### src/rtl/fifo_pkg.sv
// Shared definitions for the 8x32 FIFO and its stream-side reader.
package fifo_pkg;

    localparam int DATA_W = 32;

    typedef enum logic [1:0] {
        IDLE  = 2'd0,
        RUN   = 2'd1,
        DRAIN = 2'd2
    } rd_state_t;

endpackage

### src/rtl/skid_buf2.sv
// Two-entry circular buffer that absorbs the FIFO's one-cycle read latency.
module skid_buf2 #(
    parameter int DATA_W = 32
) (
    input  logic              clk,
    input  logic              rst,
    input  logic              wr_en_i,
    input  logic [DATA_W-1:0] wr_data_i,
    input  logic              rd_en_i,
    output logic [DATA_W-1:0] rd_data_o,
    output logic [1:0]        occ_o
);

    logic [1:0][DATA_W-1:0] mem_q;
    logic                   head_q;
    logic                   tail_q;
    logic [1:0]             occ_q;
    logic [1:0]             occ_d;

    always_comb begin
        occ_d = occ_q;
        case ({wr_en_i, rd_en_i})
            2'b10:   occ_d = occ_q + 2'd1;
            2'b01:   occ_d = occ_q - 2'd1;
            default: occ_d = occ_q;
        endcase
    end

    // Writes land on the tail, so the head entry stays put while the reader stalls.
    always_ff @(posedge clk) begin
        if (rst) begin
            mem_q  <= '0;
            head_q <= 1'b0;
            tail_q <= 1'b0;
            occ_q  <= 2'd0;
        end else begin
            if (wr_en_i) begin
                mem_q[tail_q] <= wr_data_i;
                tail_q        <= ~tail_q;
            end
            if (rd_en_i) begin
                head_q <= ~head_q;
            end
            occ_q <= occ_d;
        end
    end

    assign rd_data_o = mem_q[head_q];
    assign occ_o     = occ_q;

endmodule

### src/rtl/fifo_stream_reader.sv
// Drains the FIFO into a valid/ready stream with frame marking and a word counter.
module fifo_stream_reader
    import fifo_pkg::*;
#(
    parameter int DATA_W    = fifo_pkg::DATA_W,
    parameter int FRAME_LEN = 4,
    parameter int CNT_W     = 16
) (
    input  logic              clk,
    input  logic              rst,
    input  logic              enable,
    input  logic              fifo_nempty,
    output logic              fifo_read_en,
    input  logic [DATA_W-1:0] fifo_data,
    output logic [DATA_W-1:0] m_data,
    output logic              m_valid,
    input  logic              m_ready,
    output logic              m_last,
    output logic [CNT_W-1:0]  word_count,
    output logic              busy
);

    localparam int          FC_W     = 16;
    localparam logic [FC_W-1:0] LAST_IDX = FC_W'(FRAME_LEN - 1);

    rd_state_t         state_q, state_d;
    logic              inflight_q;
    logic [1:0]        occ;
    logic              pop;
    logic [2:0]        pending;
    logic [FC_W-1:0]   frame_q, frame_d;
    logic [CNT_W-1:0]  count_q;

    skid_buf2 #(.DATA_W(DATA_W)) u_skid (
        .clk       (clk),
        .rst       (rst),
        .wr_en_i   (inflight_q),
        .wr_data_i (fifo_data),
        .rd_en_i   (pop),
        .rd_data_o (m_data),
        .occ_o     (occ)
    );

    assign m_valid = (occ != 2'd0);
    assign pop     = m_valid && m_ready;

    // Words already committed to the buffer once this cycle's pop leaves.
    assign pending      = {2'b00, inflight_q} + {1'b0, occ} - {2'b00, pop};
    assign fifo_read_en = (state_q == RUN) && fifo_nempty && (pending < 3'd2);

    always_comb begin
        state_d = state_q;
        case (state_q)
            IDLE:    if (enable) state_d = RUN;
            RUN:     if (!enable) state_d = DRAIN;
            DRAIN: begin
                if (enable)                            state_d = RUN;
                else if (!inflight_q && occ == 2'd0)   state_d = IDLE;
            end
            default: state_d = IDLE;
        endcase
    end

    always_comb begin
        frame_d = frame_q;
        if (pop) frame_d = (frame_q == LAST_IDX) ? '0 : frame_q + 1'b1;
    end

    always_ff @(posedge clk) begin
        if (rst) begin
            state_q    <= IDLE;
            inflight_q <= 1'b0;
            frame_q    <= '0;
            count_q    <= '0;
        end else begin
            state_q    <= state_d;
            inflight_q <= fifo_read_en;
            frame_q    <= frame_d;
            if (pop) count_q <= count_q + 1'b1;
        end
    end

    // Gated by valid so a one-word frame does not flag m_last out of reset.
    assign m_last     = m_valid && (frame_q == LAST_IDX);
    assign word_count = count_q;
    assign busy       = (state_q != IDLE);

endmodule
### config.mk
export PLATFORM = sky130hd
export DESIGN_NAME = fifo_stream_reader
export DESIGN_NICKNAME = d
export VERILOG_FILES = /design/src/rtl/fifo_pkg.sv /design/src/rtl/skid_buf2.sv /design/src/rtl/fifo_stream_reader.sv
export SDC_FILE = /design/constraint.sdc
export NUM_CORES = 1
export LEC_CHECK = 0
export BUFFER_PORTS_ARGS = -buffer_cell sky130_fd_sc_hd__buf_2
export CORE_MARGIN = 5
export CORE_UTILIZATION = 35
export CTS_CLUSTER_SIZE = 20
export DETAILED_ROUTE_END_ITERATION = 12
export PLACE_DENSITY = 0.52
export SLEW_MARGIN = 20
export SYNTH_ARGS = -nofsm -noshare
export SYNTH_HDL_FRONTEND = slang
export SYNTH_SLANG_ARGS = --single-unit
### constraint.sdc
create_clock -name clk -period 4.3 [get_ports clk]
set_input_delay 0.43 -clock clk [delete_from_list [all_inputs] [get_ports clk]]
set_output_delay 0.43 -clock clk [all_outputs]
set_load 0.02 [all_outputs]
# Word level (Yosys, flattened, before mapping)
# Index checks and enable logic that the tools add are counted.
[totals] inputBits=37 ff_bits=103
[op_classes] add_sub_neg=6 bitwise=2 eq_ne=8 mux=12 magnitude_cmp=4 reduce_logical=13
[ops] operator="$mux W32" count=3
[ops] operator="$bwmux W64" count=1
[ops] operator="$add A16 B1 Y16 const B" count=2
[ops] operator="$demux W32 S1" count=1
[ops] operator="$eq A16 B2 Y1 const B" count=1
[ops] operator="$mux W16" count=1
[ops] operator="$mux W2" count=4
[ops] operator="$logic_and A1 B1 Y1" count=6
[ops] operator="$pmux W2 S3" count=1
[ops] operator="$reduce_bool A2 Y1" count=3
[ops] operator="$eq A2 B1 Y1 const B" count=2
[ops] operator="$eq A2 B2 Y1 const B" count=2
[ops] operator="$logic_not A2 Y1" count=2
[ops] operator="$lt A1 B2 Y1 const B" count=2
[ops] operator="$ne A2 B2 Y1 const B" count=2
[ops] operator="$pmux W2 S2" count=1
[ops] operator="$add A1 B2 Y3" count=1
[ops] operator="$lt A3 B2 Y1 const B" count=1
[ops] operator="$ne A3 B3 Y1 const B" count=1
[ops] operator="$reduce_and A3 Y1" count=1
[ops] operator="$sub A3 B1 Y3" count=1
[ops] operator="$add A2 B1 Y2 const B" count=1
[ops] operator="$not A1 Y1" count=2
[ops] operator="$sub A2 B1 Y2 const B" count=1
[ops] operator="2 further kinds" count=2

# Longest topological paths before layout
[depth] depth_word=5 ltp_mapped=7

# Modules after synthesis
# A second synthesis with hierarchy kept.
[unflattened] cells_unflattened=532 area_unflattened_um2=4543.1
[by_module_without_submodules] mod="skid_buf2" cells_per_inst=335 instances=1 area_each_um2=2844.0 seq_area_each_um2=1361.3
[by_module_without_submodules] mod="fifo_stream_reader" cells_per_inst=197 instances=1 area_each_um2=1699.1 seq_area_each_um2=700.7

# Worst setup path after synthesis
# No wires, ideal clock.
[synth_path] path_kind="reg2out" start="register u_skid.occ_q[1], in the netlist u_skid.occ_o[1]" end="output port fifo_read_en" arrival_time_ns=2.041 setup_slack_ns=1.829 required_time_ns=3.870 stages_incl_launch_ff=8 cell_sequence="dfxtp_1 clkbuf_1 o21ai_1 o21bai_1 nand2_1 fa_1 nand3_1 nor2_1"
[synth_via] elab_chain_len=5 word_cells_on_any_way=6 cone_classes="2 x add/sub; 1 x order compare; 3 x reduce/logical"
[synth_rtl] item="start, declared" line_no="skid_buf2.sv:17" rtl="logic [1:0] occ_q;"
[synth_rtl] item="start signal, assigned" line_no="skid_buf2.sv:35" rtl="occ_q <= 2'd0;"
[synth_rtl] item="start signal, assigned" line_no="skid_buf2.sv:44" rtl="occ_q <= occ_d;"
[synth_rtl] item="parallel branches: the longest is 2 deep, another holds $add A1 B2 Y3"
[synth_rtl] item="$sub A3 B1 Y3 (*)" line_no="fifo_stream_reader.sv:48" rtl="assign pending = {2'b00, inflight_q} + {1'b0, occ} - {2'b00, pop};"
[synth_rtl] item="$lt A3 B2 Y1 (*)" line_no="fifo_stream_reader.sv:49" rtl="assign fifo_read_en = (state_q == RUN) && fifo_nempty && (pending < 3'd2);"
[synth_rtl] item="$logic_and A1 B1 Y1 (*)" line_no="fifo_stream_reader.sv:49"
[synth_rtl] item="end, declared" line_no="fifo_stream_reader.sv:13" rtl="output logic fifo_read_en,"
# Every way passes the cells marked *.

# Worst setup path after layout
# Same ends and word-level chain as after synthesis.

==> flow_metrics.env <==
export IMPL_r2r_start="frame_q[0]$_SDFFE_PP0P_"
export IMPL_design_portCount=89
export IMPL_synth_mux_area_frac=0.0873
export IMPL_place_congestion=0.734
export IMPL_diodes=0
export IMPL_multi_input_area_um2=2170
export IMPL_fp_dieH_um=122
export IMPL_power_leakage_nw=2.00
export IMPL_htree_levels=3
export IMPL_synth_nets=568
export IMPL_synth_cells=528
export IMPL_skew_ns=0.00588
export IMPL_synth_ff_type="dfxtp_1"
export IMPL_r2r_setup_slack_ns=2.08
export IMPL_arrival_ns=2.41
export IMPL_post_cts_buffers=0
export IMPL_fmax_ghz=0.352
export IMPL_fill_cells=1254
export IMPL_r2r_worst_path_cells=5
export IMPL_final_nets=638
export IMPL_drtIter0Drc=165
export IMPL_ys_seq_area_frac=0.473
export IMPL_cts_sinks=103
export IMPL_setup_viol=0
export IMPL_maxCapViolCount=0
export IMPL_ff_latch_area_um2=2060
export IMPL_antenna_found_initial=0
export IMPL_crit_type="reg2out"
export IMPL_place_hpwl_um=7000
export IMPL_grtUsageTotal=0.146
export IMPL_grt_pass1_wl_um=17400
export IMPL_clk_path_buf_depth=2
export IMPL_ys_ff_latch=103
export IMPL_slowest_delay_ns=0.58
export IMPL_synth_cell_type_count=36
export IMPL_cts_resized=0
export IMPL_core_um2=12100
export IMPL_start_util=0.360
export IMPL_min_path_type="in2reg"
export IMPL_wl_per_cell_um=13.6
export IMPL_hold_viol=0
export IMPL_rsz0062_at_grt="false"
export IMPL_fin_setup_tns_ns=0
export IMPL_first_global_vias=3631
export IMPL_dr_pass1_iters=4
export IMPL_worstSkewPairLatency_ns=0.34
export IMPL_die_w_um=122
export IMPL_synth_xor_area_share=0.0543
export IMPL_yosys_warnings=0
export IMPL_r2r_end="frame_q[5]$_SDFFE_PP0P_"
export IMPL_ys_async_sr_fraction=0
export IMPL_min_period_ns=2.84
export IMPL_holdPathEnd="state_q[1]$_SDFFE_PP0P_"
export IMPL_crit_path_end_kind="output port"
export IMPL_final_antenna_net_count=0
export IMPL_path_cells="o21ai_1 -> o21bai_1 -> nand2_1 -> fa_1 -> nand3_1 -> nor2_1 -> buf_2"
export IMPL_io_buffers=88
export IMPL_area_growth_pct=19.5
export IMPL_cellPowerDensity_nw_per_um2=357
export IMPL_holdPathStages=2
export IMPL_numCtsBuffers=9
export IMPL_outcome="complete, no violations"
export IMPL_die_area_um2=14800
export IMPL_vias=3717
export IMPL_setup_ws_ns=1.46
export IMPL_syn_area_um2=4360
export IMPL_overflow=0
export IMPL_grt_max_degree=56
export IMPL_holdCritStartpoint="enable"
export IMPL_hold_buffers=0
export IMPL_maxSlewViolCount=0
export IMPL_synthAdderAreaFrac=0.0103
export IMPL_pre_cts_ws_ns=1.79
export IMPL_cts_root_buffer_cell="clkbuf_16"
export IMPL_num_rows=40
export IMPL_wl_um=10500
export IMPL_relSlewSlack=0.378
export IMPL_cp_slowest_cell="dfxtp_1"
export IMPL_drive_above_1_share=0.237
export IMPL_irDropWorstVdd_mv=0.198
export IMPL_tightest_slew_ns=0.932
export IMPL_clk_pin_slew_ns=0.06
export IMPL_drc=0
export IMPL_worstPathRequired_ns=3.87
export IMPL_finalCritPeriodShare=0.661
export IMPL_critPathMaxFanout=13
export IMPL_synth_compound_area_frac=0.107
export IMPL_synth_edf_count=0
export IMPL_worst_path_buf_inv=1
export IMPL_cts_tree="done"
export IMPL_yosys_area_share_simple=0.237
export IMPL_cpLargestDelayFamily="flip-flops"
export IMPL_via_per_inst=4.82
export IMPL_avgSynthCellArea_um2=8.25
export IMPL_crit_path_start_kind="flop"
export IMPL_synth_top_family_by_area="simple AND/OR/NAND/NOR gates"
==> power breakdown <==
part | internal (W) | switching, W | total [W] | leakage (nW)
Combinational | 0.0000362 | 0.0000570 | 0.0000932 | 1.03
Clock | 0.000452 | 0.000338 | 0.000790 | 0.138
Sequential | 0.000963 | 0.0000105 | 0.000974 | 0.831
Total | 0.00145 | 0.000405 | 0.00186 | 2.00
==> worst max path at each step <==
stage / from / endpoint / slack (ns) / depth (start not counted)
6_report: u_skid.occ_o[1]$_SDFFE_PP0P_ / fifo_read_en / 1.46 / 7
5_1_grt: u_skid.occ_o[1]$_SDFFE_PP0P_ / fifo_read_en / 1.23 / 7
4_1_cts: u_skid.occ_o[1]$_SDFFE_PP0P_ / fifo_read_en / 1.42 / 7
3_5_place_dp: u_skid.occ_o[1]$_SDFFE_PP0P_ / fifo_read_en / 1.79 / 7
3_3_place_gp: u_skid.occ_o[1]$_SDFFE_PP0P_ / fifo_read_en / 1.87 / 7
2_1_floorplan: u_skid.occ_o[1]$_SDFFE_PP0P_ / fifo_read_en / 1.83 / 7
==> placed cells by master, fill, tap and decap left out, types with 3 or more instances in the layout <==
cell type,instances
nand2_1,152
dfxtp_1,102
buf_2,88
a21oi_1,74
mux2_2,32
nor2_1,30
xor2_1,14
xnor2_1,13
nand4_1,11
nor3_1,10
clkbuf_16,9
nor4_1,8
buf_4,5
or2_2,4
nand3_1,4
clkbuf_1,4
nor2b_1,3
==> flip-flops by register name (all words and copies together), names as in the netlist <==
register,count
u_skid.occ_o,2
u_skid.tail_q,1
u_skid.head_q,1
state_q,2
frame_q,16
inflight_q,1
u_skid.mem_q,64
word_count,16
==> area by class of cell <==
cell class	count	area share
sequential	103	0.396
clock inverter	3	0.00841
clock buffer	13	0.0461
multi-input combinational	390	0.416
inverter	1	0.000721
tap	168	0.0404
timing repair buffer	93	0.0918
==> metrics by stage <==
stage	instance area [um^2]	cells	power [W]	hold WS [ns]	util
after floorplan	4360	528	0.00105	0.433	-
after global placement	4920	755	0.00109	0.438	0.406
after detailed placement	4920	755	0.00109	0.444	0.406
after CTS	5210	771	0.00189	0.269	0.430
after global routing	5210	771	0.00194	0.287	0.430
final	5210	771	0.00186	0.286	0.430
==> logic make-up after synthesis <==
| kind of cell | Yosys count |
|---|---|
| buf+inv | 35 |
| simple gates | 239 |
| mux | 34 |
| xor+xnor | 27 |
| compound gates | 87 |
| fa+ha+maj | 3 |
| flops | 103 |
==> worst reg2reg max path: cells and delay by family, from the launching register on <==
| kind | cells | cell delay (ns) |
|---|---|---|
| AND/OR/NAND/NOR | 3 | 0.61 |
| adder cells (fa/ha/maj) | 1 | 0.29 |
| flip-flops | 1 | 0.39 |
| AO/OA/AOI/OAI | 1 | 0.79 |
==> synthesized netlist by cell type (8+ instances only) <==
| cell | number | share of area |
|---|---|---|
| nand2_1 | 152 | 0.13 |
| dfxtp_1 | 103 | 0.47 |
| a21oi_1 | 74 | 0.085 |
| clkbuf_1 | 34 | 0.029 |
| mux2_2 | 32 | 0.083 |
| nor2_1 | 30 | 0.026 |
| xor2_1 | 14 | 0.028 |
| xnor2_1 | 13 | 0.026 |
| nand4_1 | 11 | 0.016 |
| nor3_1 | 10 | 0.011 |
| nor4_1 | 8 | 0.011 |
==> metal layers <==
metal	GRT usage	up-vias	part of all wire
met3	0.0316	11	0.033
li1	-	1919	-
met4	0.0504	0	0.015
met5	0	-	0
met1	0.188	1725	0.48
met2	0.241	62	0.47
Power figures use the tool's default switching activity.
